$ cat src/rtl/rv32i_run_ctrl_pkg.sv
// Shared types and constants for the rv32i run controller: FSM states, halt causes and
// the SYSTEM instruction encodings that stop a run.
package rv32i_run_ctrl_pkg;

  typedef enum logic [1:0] {
    StIdle,
    StRun,
    StStep,
    StHalt
  } run_state_e;

  typedef enum logic [2:0] {
    CauseNone   = 3'd0,
    CauseStop   = 3'd1,
    CauseStep   = 3'd2,
    CauseBp     = 3'd3,
    CauseEcall  = 3'd4,
    CauseEbreak = 3'd5,
    CauseLimit  = 3'd6
  } halt_cause_e;

  localparam logic [31:0] InstrEcall  = 32'h0000_0073;
  localparam logic [31:0] InstrEbreak = 32'h0010_0073;

  // Resolves simultaneous halt requests: stop > limit > ebreak > ecall > breakpoint.
  function automatic halt_cause_e pick_cause(input logic stop, input logic limit,
                                             input logic ebreak, input logic ecall,
                                             input logic bp);
    halt_cause_e cause;
    cause = CauseNone;
    if (stop) begin
      cause = CauseStop;
    end else if (limit) begin
      cause = CauseLimit;
    end else if (ebreak) begin
      cause = CauseEbreak;
    end else if (ecall) begin
      cause = CauseEcall;
    end else if (bp) begin
      cause = CauseBp;
    end
    return cause;
  endfunction

endpackage

$ cat src/rtl/rv32i_run_ctrl_if.sv
// Command, core-observation and status bundle between a bench/debug host (master) and the
// run controller (slave).
interface rv32i_run_ctrl_if #(
  parameter int unsigned XLEN   = 32,
  parameter int unsigned NUM_BP = 4,
  parameter int unsigned CNT_W  = 32
) ();

  logic                     start;
  logic                     step;
  logic                     stop;
  logic                     clear;
  logic [CNT_W-1:0]         max_cycles;
  logic [NUM_BP*XLEN-1:0]   bp_addr;
  logic [NUM_BP-1:0]        bp_en;
  logic [XLEN-1:0]          pc;
  logic [31:0]              instr;

  logic                     cpu_en;
  logic                     running;
  logic                     halted;
  logic [2:0]               halt_cause;
  logic [3:0]               bp_id;
  logic [CNT_W-1:0]         cycle_count;
  logic [CNT_W-1:0]         instret_count;

  modport master (
    output start, step, stop, clear, max_cycles, bp_addr, bp_en, pc, instr,
    input  cpu_en, running, halted, halt_cause, bp_id, cycle_count, instret_count
  );

  modport slave (
    input  start, step, stop, clear, max_cycles, bp_addr, bp_en, pc, instr,
    output cpu_en, running, halted, halt_cause, bp_id, cycle_count, instret_count
  );

endinterface

$ cat src/rtl/rv32i_bp_match.sv
// PC breakpoint comparator bank; reports whether any enabled channel matches and the
// lowest matching channel index.
module rv32i_bp_match #(
  parameter int unsigned NUM_BP = 4,
  parameter int unsigned XLEN   = 32
) (
  input  logic [NUM_BP*XLEN-1:0] bp_addr,
  input  logic [NUM_BP-1:0]      bp_en,
  input  logic [XLEN-1:0]        pc,
  output logic                   hit,
  output logic [3:0]             id
);

  always_comb begin
    hit = 1'b0;
    id  = 4'd0;
    // Scan high to low so the lowest matching channel is the one left standing.
    for (int k = int'(NUM_BP) - 1; k >= 0; k--) begin
      if (bp_en[k] && (pc == bp_addr[k*XLEN +: XLEN])) begin
        hit = 1'b1;
        id  = 4'(k);
      end
    end
  end

endmodule

$ cat src/rtl/rv32i_run_ctrl.sv
// Execution controller for the single-cycle rv32i core: gates the core clock-enable for
// free-run, cycle-limited and single-step execution, halting on breakpoints/ECALL/EBREAK.
module rv32i_run_ctrl #(
  parameter int unsigned XLEN   = 32,
  parameter int unsigned NUM_BP = 4,
  parameter int unsigned CNT_W  = 32
) (
  input logic              clk_RV,
  input logic              rst_n_RV,
  rv32i_run_ctrl_if.slave  bus
);

  import rv32i_run_ctrl_pkg::*;

  run_state_e       state_q;
  halt_cause_e      cause_q;
  halt_cause_e      cause_sel;
  logic [3:0]       bp_id_q;
  logic [CNT_W-1:0] cycle_q;
  logic [CNT_W-1:0] instret_q;
  logic [CNT_W-1:0] cycle_inc;
  logic [CNT_W-1:0] instret_inc;
  logic             skip_bp_q;
  logic             running_q;
  logic             halted_q;

  logic             bp_hit;
  logic [3:0]       bp_hit_id;
  logic             limit_hit;
  logic             is_ecall;
  logic             is_ebreak;
  logic             run_halt;
  logic             cpu_en;

  rv32i_bp_match #(
    .NUM_BP (NUM_BP),
    .XLEN   (XLEN)
  ) u_bp_match (
    .bp_addr (bus.bp_addr),
    .bp_en   (bus.bp_en),
    .pc      (bus.pc),
    .hit     (bp_hit),
    .id      (bp_hit_id)
  );

  always_comb begin
    is_ecall  = (bus.instr == InstrEcall);
    is_ebreak = (bus.instr == InstrEbreak);
    limit_hit = (bus.max_cycles != '0) && (cycle_q == bus.max_cycles);
    cause_sel = pick_cause(bus.stop, limit_hit, is_ebreak, is_ecall, bp_hit && !skip_bp_q);
    run_halt  = (cause_sel != CauseNone);
    // A halting instruction is never executed: the core stays parked on it.
    cpu_en    = (state_q == StStep) || ((state_q == StRun) && !run_halt);
    cycle_inc   = (cycle_q == '1)   ? cycle_q   : cycle_q + CNT_W'(1);
    instret_inc = (instret_q == '1) ? instret_q : instret_q + CNT_W'(1);
  end

  always_ff @(posedge clk_RV or negedge rst_n_RV) begin
    if (!rst_n_RV) begin
      state_q   <= StIdle;
      cause_q   <= CauseNone;
      bp_id_q   <= 4'd0;
      cycle_q   <= '0;
      instret_q <= '0;
      skip_bp_q <= 1'b0;
      running_q <= 1'b0;
      halted_q  <= 1'b0;
    end else if (bus.clear) begin
      state_q   <= StIdle;
      cause_q   <= CauseNone;
      bp_id_q   <= 4'd0;
      cycle_q   <= '0;
      instret_q <= '0;
      skip_bp_q <= 1'b0;
      running_q <= 1'b0;
      halted_q  <= 1'b0;
    end else begin
      if (cpu_en) begin
        cycle_q   <= cycle_inc;
        instret_q <= instret_inc;
      end
      unique case (state_q)
        StIdle: begin
          if (bus.start) begin
            state_q   <= StRun;
            cause_q   <= CauseNone;
            cycle_q   <= '0;
            instret_q <= '0;
            skip_bp_q <= 1'b0;
            running_q <= 1'b1;
          end else if (bus.step) begin
            state_q   <= StStep;
            running_q <= 1'b1;
          end
        end
        StRun: begin
          skip_bp_q <= 1'b0;
          if (run_halt) begin
            state_q   <= StHalt;
            cause_q   <= cause_sel;
            bp_id_q   <= (cause_sel == CauseBp) ? bp_hit_id : 4'd0;
            running_q <= 1'b0;
            halted_q  <= 1'b1;
          end
        end
        StStep: begin
          state_q   <= StHalt;
          cause_q   <= CauseStep;
          running_q <= 1'b0;
          halted_q  <= 1'b1;
        end
        StHalt: begin
          // Resuming sets skip_bp so the breakpoint we are parked on does not re-fire.
          if (bus.start) begin
            state_q   <= StRun;
            skip_bp_q <= 1'b1;
            running_q <= 1'b1;
            halted_q  <= 1'b0;
          end else if (bus.step) begin
            state_q   <= StStep;
            running_q <= 1'b1;
            halted_q  <= 1'b0;
          end
        end
        default: begin
          state_q   <= StIdle;
          running_q <= 1'b0;
          halted_q  <= 1'b0;
        end
      endcase
    end
  end

  assign bus.cpu_en        = cpu_en;
  assign bus.running       = running_q;
  assign bus.halted        = halted_q;
  assign bus.halt_cause    = cause_q;
  assign bus.bp_id         = bp_id_q;
  assign bus.cycle_count   = cycle_q;
  assign bus.instret_count = instret_q;

endmodule

$ cat src/flat_wrapper.sv
// flat-port wrapper written by rule: the top's interface ports become plain ports
module rv32i_run_ctrl_flat import rv32i_run_ctrl_pkg::*;
#(
  parameter int unsigned XLEN   = 32,
  parameter int unsigned NUM_BP = 4,
  parameter int unsigned CNT_W  = 32
)
  (clk_RV, rst_n_RV, bus_start, bus_step, bus_stop, bus_clear, bus_max_cycles, bus_bp_addr, bus_bp_en, bus_pc, bus_instr, bus_cpu_en, bus_running, bus_halted, bus_halt_cause, bus_bp_id, bus_cycle_count, bus_instret_count);
  rv32i_run_ctrl_if #(.XLEN(XLEN), .NUM_BP(NUM_BP), .CNT_W(CNT_W)) bus_i ();
  input logic clk_RV;
  input logic rst_n_RV;
  input wire logic [$bits(bus_i.start)-1:0] bus_start;
  input wire logic [$bits(bus_i.step)-1:0] bus_step;
  input wire logic [$bits(bus_i.stop)-1:0] bus_stop;
  input wire logic [$bits(bus_i.clear)-1:0] bus_clear;
  input wire logic [$bits(bus_i.max_cycles)-1:0] bus_max_cycles;
  input wire logic [$bits(bus_i.bp_addr)-1:0] bus_bp_addr;
  input wire logic [$bits(bus_i.bp_en)-1:0] bus_bp_en;
  input wire logic [$bits(bus_i.pc)-1:0] bus_pc;
  input wire logic [$bits(bus_i.instr)-1:0] bus_instr;
  output wire logic [$bits(bus_i.cpu_en)-1:0] bus_cpu_en;
  output wire logic [$bits(bus_i.running)-1:0] bus_running;
  output wire logic [$bits(bus_i.halted)-1:0] bus_halted;
  output wire logic [$bits(bus_i.halt_cause)-1:0] bus_halt_cause;
  output wire logic [$bits(bus_i.bp_id)-1:0] bus_bp_id;
  output wire logic [$bits(bus_i.cycle_count)-1:0] bus_cycle_count;
  output wire logic [$bits(bus_i.instret_count)-1:0] bus_instret_count;
  assign bus_i.start = bus_start;
  assign bus_i.step = bus_step;
  assign bus_i.stop = bus_stop;
  assign bus_i.clear = bus_clear;
  assign bus_i.max_cycles = bus_max_cycles;
  assign bus_i.bp_addr = bus_bp_addr;
  assign bus_i.bp_en = bus_bp_en;
  assign bus_i.pc = bus_pc;
  assign bus_i.instr = bus_instr;
  assign bus_cpu_en = bus_i.cpu_en;
  assign bus_running = bus_i.running;
  assign bus_halted = bus_i.halted;
  assign bus_halt_cause = bus_i.halt_cause;
  assign bus_bp_id = bus_i.bp_id;
  assign bus_cycle_count = bus_i.cycle_count;
  assign bus_instret_count = bus_i.instret_count;
  rv32i_run_ctrl #(.XLEN(XLEN), .NUM_BP(NUM_BP), .CNT_W(CNT_W)) u_core (.clk_RV(clk_RV), .rst_n_RV(rst_n_RV), .bus(bus_i));
endmodule
$ cat config.mk
export PLATFORM = sky130hd
export DESIGN_NAME = rv32i_run_ctrl_flat
export DESIGN_NICKNAME = d
export VERILOG_FILES = /design/src/rtl/rv32i_run_ctrl_pkg.sv /design/src/rtl/rv32i_run_ctrl_if.sv /design/src/rtl/rv32i_bp_match.sv /design/src/rtl/rv32i_run_ctrl.sv /design/src/flat_wrapper.sv
export SDC_FILE = /design/constraint.sdc
export NUM_CORES = 1
export LEC_CHECK = 0
export CAP_MARGIN = 20
export CORE_UTILIZATION = 30
export DETAILED_ROUTE_END_ITERATION = 16
export GPL_TIMING_DRIVEN = 1
export PLACE_DENSITY_LB_ADDON = 0.3
export SLEW_MARGIN = 5
export SYNTH_ARGS = -nofsm -noshare
export SYNTH_HDL_FRONTEND = slang
export SYNTH_SLANG_ARGS = --single-unit
$ cat constraint.sdc
create_clock -name clk_RV -period 4.1 [get_ports clk_RV]
set_clock_uncertainty 0.2 [all_clocks]
set_input_delay 1.025 -clock clk_RV [delete_from_list [all_inputs] [get_ports clk_RV]]
set_output_delay 1.025 -clock clk_RV [all_outputs]
set_load 0.03 [all_outputs]
Word-level counts from Yosys, hierarchy flattened
Index checks and enable logic that the tools add are counted.
{"block": "word_totals", "word_cells": 102, "out_inout_bits": 74, "ff_bits": 76, "inputBits": 234}
{"block": "classes", "n_eq_ne": 18, "add_sub_neg": 2, "mux": 50, "n_reduce_logical": 24}
{"cell": "2-to-1 mux 32 bit", "n": 10}
{"cell": "equality test 32 bit", "n": 5}
{"cell": "adder 32 x 1 -> 32 bit, second input constant", "n": 2}
{"cell": "equality test 32 bit, second input constant", "n": 2}
{"cell": "equality test 32 x 21 -> 1 bit, second input constant", "n": 1}
{"cell": "equality test 32 x 7 -> 1 bit, second input constant", "n": 1}
{"cell": "nonzero test 32 bit", "n": 1}
{"cell": "2-to-1 mux 4 bit", "n": 7}
{"cell": "2-to-1 mux 3 bit", "n": 7}
{"cell": "2-to-1 mux 1 bit", "n": 15}
{"cell": "2-to-1 mux 2 bit", "n": 6}
{"cell": "nonzero test 4 bit", "n": 3}
{"cell": "one-hot mux 1 bit (3 select lines)", "n": 3}
{"cell": "one-hot mux 3 bit (3 select lines)", "n": 1}
{"cell": "AND reduction 3 bit", "n": 3}
{"cell": "logical AND 1 bit", "n": 7}
{"cell": "!= test 3 bit, second input constant", "n": 2}
{"cell": "one-hot mux 2 bit (3 select lines)", "n": 1}
{"cell": "equality test 2 bit, second input constant", "n": 2}
{"cell": "!= test 4 x 1 -> 1 bit, second input constant", "n": 1}
{"cell": "!= test 4 bit, second input constant", "n": 1}
{"cell": "AND reduction 2 bit", "n": 2}
{"cell": "nonzero test 2 bit", "n": 2}
{"cell": "equality test 3 x 2 -> 1 bit, second input constant", "n": 1}
{"cell": "other kinds (7)", "n": 8}

Depth between registers and ports, before layout
{"block": "depth", "word_depth": 20, "ltp_mapped": 12, "mapped_depth_nobuf": 9}

Hierarchy
Synthesis repeated with hierarchy kept, for this count alone.
{"block": "hier_totals", "cells_unflattened": 758, "area_unflattened_um2": 6381.1}
{"module": "rv32i_run_ctrl", "area_each_um2": 4894.7, "seq_area_each_um2": 1901.8, "cells_each": 570, "instances": 1}
{"module": "rv32i_bp_match", "area_each_um2": 1486.4, "seq_area_each_um2": 0.0, "cells_each": 188, "instances": 1}

Least setup slack after synthesis
No wires, ideal clock.
{"block": "synth_path", "path_type": "input-to-output", "startpoint": "in bus_pc[4]", "endpoint": "out bus_cpu_en", "arrival_time_ns": 2.905, "t_required_ns": 2.875, "stages": 7, "path_buffers": 0, "slack_ns": -0.030, "path_cell_list": "xor2_1 nor4_1 nand4_1 or4_1 a41oi_1 nand2b_1 nand2b_1"}
{"block": "synth_via", "elab_chain_cells": 16, "word_cells_on_any_way": 22, "classes_between": "4 x eq/ne; 9 x mux; 9 x reduce/logical"}
{"element": "from (decl)", "line_no": "flat_wrapper.sv:19", "rtl": "input wire logic [$bits(bus_i.pc)-1:0] bus_pc;"}
{"element": "equality test 32 bit", "line_no": "rv32i_bp_match.sv:19", "rtl": "if (bp_en[k] && (pc == bp_addr[k*XLEN +: XLEN])) begin"}
{"element": "logical AND 1 bit", "line_no": "rv32i_bp_match.sv:19"}
{"element": "2-to-1 mux 1 bit (3 in series)", "line_no": "rv32i_bp_match.sv:19"}
{"element": "2-to-1 mux 1 bit (*)", "line_no": "rv32i_bp_match.sv:19"}
{"element": "logical AND 1 bit (*)", "line_no": "rv32i_run_ctrl.sv:50", "rtl": "cause_sel = pick_cause(bus.stop, limit_hit, is_ebreak, is_ecall, bp_hit && !skip_bp_q);"}
{"element": "2-to-1 mux 2 bit (*)", "line_no": "rv32i_run_ctrl_pkg.sv:39", "rtl": "end else if (bp) begin"}
{"element": "2-to-1 mux 3 bit (*)", "line_no": "rv32i_run_ctrl_pkg.sv:37", "rtl": "end else if (ecall) begin"}
{"element": "2-to-1 mux 3 bit (*)", "line_no": "rv32i_run_ctrl_pkg.sv:35", "rtl": "end else if (ebreak) begin"}
{"element": "2-to-1 mux 3 bit (*)", "line_no": "rv32i_run_ctrl_pkg.sv:33", "rtl": "end else if (limit) begin"}
{"element": "2-to-1 mux 3 bit (*)", "line_no": "rv32i_run_ctrl_pkg.sv:31", "rtl": "if (stop) begin"}
{"element": "nonzero test 3 bit (*)", "line_no": "rv32i_run_ctrl.sv:51", "rtl": "run_halt = (cause_sel != CauseNone);"}
{"element": "zero test 1 bit (*)", "line_no": "rv32i_run_ctrl.sv:53", "rtl": "cpu_en = (state_q == StStep) || ((state_q == StRun) && !run_halt);"}
{"element": "logical AND 1 bit (*)", "line_no": "rv32i_run_ctrl.sv:53"}
{"element": "logical OR 1 bit (*)", "line_no": "rv32i_run_ctrl.sv:53"}
{"element": "to (decl)", "line_no": "flat_wrapper.sv:21", "rtl": "output wire logic [$bits(bus_i.cpu_en)-1:0] bus_cpu_en;"}
Mark *: on every way between the ends. The rest lies on a longest branch, timed or not.

Worst setup path after layout
{"block": "layout_path", "startpoint": "in bus_bp_addr[121]", "endpoint": "out bus_cpu_en"}
{"block": "layout_via", "elab_chain_cells": 16}
{"element": "from (decl)", "line_no": "flat_wrapper.sv:17", "rtl": "input wire logic [$bits(bus_i.bp_addr)-1:0] bus_bp_addr;"}
{"element": "equality test 32 bit", "line_no": "rv32i_bp_match.sv:19"}
{"element": "logical AND 1 bit", "line_no": "rv32i_bp_match.sv:19"}
{"element": "2-to-1 mux 1 bit (4 in series)", "line_no": "rv32i_bp_match.sv:19"}
{"element": "logical AND 1 bit", "line_no": "rv32i_run_ctrl.sv:50"}
{"element": "2-to-1 mux 2 bit", "line_no": "rv32i_run_ctrl_pkg.sv:39"}
{"element": "2-to-1 mux 3 bit", "line_no": "rv32i_run_ctrl_pkg.sv:37"}
{"element": "2-to-1 mux 3 bit", "line_no": "rv32i_run_ctrl_pkg.sv:35"}
{"element": "2-to-1 mux 3 bit", "line_no": "rv32i_run_ctrl_pkg.sv:33"}
{"element": "2-to-1 mux 3 bit", "line_no": "rv32i_run_ctrl_pkg.sv:31"}
{"element": "nonzero test 3 bit", "line_no": "rv32i_run_ctrl.sv:51"}
{"element": "zero test 1 bit", "line_no": "rv32i_run_ctrl.sv:53"}
{"element": "logical AND 1 bit", "line_no": "rv32i_run_ctrl.sv:53"}
{"element": "logical OR 1 bit", "line_no": "rv32i_run_ctrl.sv:53"}
No other way between the ends.

==> results.sh <==
export IMPL_status="complete, but fails checks"
export IMPL_violations="negative setup slack"
export IMPL_leakagePower_uw=0.00444
export IMPL_cts_tree="done"
export IMPL_tightest_slew_ns=0.972
export IMPL_synth_edf_count=0
export IMPL_worstPathRequired_ns=2.87
export IMPL_hold_path_depth=1
export IMPL_powerDensity_nw_per_um2=226
export IMPL_fmax_mhz=235
export IMPL_wl_per_cell_um=19.5
export IMPL_n_fill_cell=1918
export IMPL_row_count=52
export IMPL_fin_crit_ns=4.26
export IMPL_totalPowerFinal_uw=2410
export IMPL_initial_core_util_pct=30.6
export IMPL_worstHoldPathType="reg -> reg"
export IMPL_yosysWarnings=0
export IMPL_antenna_found_initial=1
export IMPL_clock_sinks=74
export IMPL_io_buffers=305
export IMPL_clockBufferDepth=2
export IMPL_grt_overflow=0
export IMPL_die_height_um=146
export IMPL_async_reset_ff_share_pct=100
export IMPL_viasPerCell=5.15
export IMPL_netlist_area_um2=6190
export IMPL_drt_iter0_markers=321
export IMPL_routed_wl_mm=26.7
export IMPL_synth_most_common_cell="xor2_1"
export IMPL_drv_cap=0
export IMPL_gp_congestion=0.936
export IMPL_drv_slew=0
export IMPL_worst_ir_drop_vdd_uv=203
export IMPL_drive_above_1_share_pct=17.7
export IMPL_fin_crit_sh_pct=104
export IMPL_synth_cells=722
export IMPL_ys_types=56
export IMPL_grt_usage_pct=24.6
export IMPL_slew_headroom_pct=35.2
export IMPL_r2r_cells=9
export IMPL_finalSetupViolCount=1
export IMPL_synth_top_cell_area_share_pct=29.9
export IMPL_cts_root_buf="clkbuf_16"
export IMPL_cts_buffers=9
export IMPL_crit_fanout=3
export IMPL_nNetsFinal=1334
export IMPL_worstPathArrival_ns=3.04
export IMPL_ant_nets=0
export IMPL_grt_max_degree=75
export IMPL_synth_main_ff_cell="dfrtp_1"
export IMPL_final_util_pct=52.6
export IMPL_design_area_um2=10700
export IMPL_synth_top_cell_by_area="dfrtp_1"
export IMPL_ys_seq_area_share_pct=29.9
export IMPL_hold_viol=0
export IMPL_grt_pass1_vias=7058
export IMPL_vias=7061
export IMPL_clkLatencyLatePin_ns=0.34
export IMPL_holdPathEnd="u_core.bus.halt_cause[1]"
export IMPL_core_area_um2=20200
export IMPL_path_clk_slew_ns=0.05
export IMPL_area_growth_pct=72.0
export IMPL_setup_tns_ns=-0.163
export IMPL_min_from="u_core.bus.halt_cause[1]"
export IMPL_die_area_um2=21200
export IMPL_ys_seq_elements=74
export IMPL_drt_pass1_iter_count=5
export IMPL_ys_top_cells_by_area="dfrtp_1, xor2_1, xnor2_1"
export IMPL_dp_hpwl_mm=21.1
export IMPL_path_class="in -> out"
export IMPL_place_ws_ns=-0.816
export IMPL_cts_htree_levels=3
export IMPL_r2r_start="u_core.bus.instret_count[14]"
export IMPL_synth_common_cells="xor2_1, dfrtp_1, xnor2_1"
export IMPL_rsz0062_at_grt="yes"
export IMPL_place_area_um2=10000
export IMPL_cp_end_kind="primary output"
export IMPL_startpoint_type="input pin"
export IMPL_drc=0
export IMPL_grt_pass1_wl_mm=40.4
export IMPL_setup_slack_ns=-0.163
export IMPL_avgSynthCellArea_um2=8.58
export IMPL_cts_hold_fix_buffers=0
export IMPL_reg2reg_to="u_core.bus.instret_count[27]"
export IMPL_ioPinCount=308
export IMPL_die_width_um=146
export IMPL_r2r_slack_ns=1.05
metal layers:
layer | track usage (%) | up-vias | wire (um)
met3 | 6.30 | 47 | 1830
met2 | 41.0 | 279 | 12700
li1 | - | 3390 | -
met4 | 8.21 | 0 | 813
met1 | 30.9 | 3345 | 11400
met5 | 0 | - | 0
critical path, stage by stage:
cell and delay, ns:
clkdlybuf4s50_1 0.55, nand2b_1 0.14, o2111ai_1 0.16, a2111oi_2 0.30, buf_4 0.17, nand3_1 0.10, a41oi_2 0.21, nand2b_4 0.18
nand2b_4 0.06, buf_8 0.14
layout make-up:
class | instances | area, um2 | area share (%)
multi-input cells | 611 | 4470 | 42.0
repair buffers | 384 | 3640 | 34.2
flip-flops and latches | 74 | 1850 | 17.4
well taps | 270 | 338 | 3.17
clock buffers | 12 | 246 | 2.31
inverters | 14 | 52.6 | 0.493
clock inverters | 4 | 51.3 | 0.482
diodes | 1 | 2.50 | 0.0235
registers in the layout, indices dropped and copies added, names as in the netlist:
register,cells
u_core.bus.bp_id,2
u_core.bus.cycle_count,32
u_core.bus.halt_cause,3
u_core.bus.halted,1
u_core.bus.instret_count,32
u_core.bus.running,1
u_core.skip_bp_q,1
u_core.state_q,2
how the worst max path moves through the flow:
stage	start	to	slack, ns	depth (start not counted)
after detailed placement	bus_pc[9]	bus_cpu_en	-0.82	10
after floorplan	bus_pc[7]	bus_cpu_en	0.08	7
after CTS	bus_pc[5]	bus_cpu_en	-0.23	11
final	bus_bp_addr[121]	bus_cpu_en	-0.16	10
after global routing	bus_bp_addr[121]	bus_cpu_en	-0.28	10
after global placement	bus_pc[9]	bus_cpu_en	-0.93	10
where the power goes:
group          switching (uW)  internal (uW)
sequential               18.2            747
clock                     315            489
combinational             419            420
total                     752           1660
stage by stage:
step	hold slack [ns]	cells
after detailed placement	0.291	1342
after floorplan	0.309	723
after global placement	0.281	1342
final	0.305	1370
after global routing	0.337	1370
after CTS	0.306	1367
repair_timing:
action,in CTS,in global routing
endpoints found under the setup margin,31,13
setup buffers,9,7
pin swaps,37,50
gates resized for setup,168,128
logic make-up (layout without fill, tap and decap cells):
logic type      after synthesis  after routing  synth area share (%)
compound gates              114            114                  11.8
xor+xnor                    171            171                  24.2
fa+ha+maj                     6              6                  1.21
buf+inv                      38            414                  3.11
flops                        74             74                  29.9
mux                          10             10                  1.78
other cells                   1              3                0.0606
simple gates                308            308                  27.9
cells in the final DEF (no fill, tap or decap), types with 14 or more instances in the layout:
cell             Yosys  routed
clkdlybuf4s50_1      0     194
xor2_1             113     105
dfrtp_1             74      74
buf_4                4      65
xnor2_1             58      57
nand2_1             47      46
a21oi_1             42      41
nor4_1              49      38
nand4_1             35      35
nand3_1             35      34
nor2_1              35      34
dlymetal6s2s_1       0      30
dlygate4sd2_1        0      27
or3_1               21      21
buf_6                4      19
o21ai_0             18      18
clkbuf_2             0      18
nand2b_1            17      14
Power figures use the tool's default switching activity.
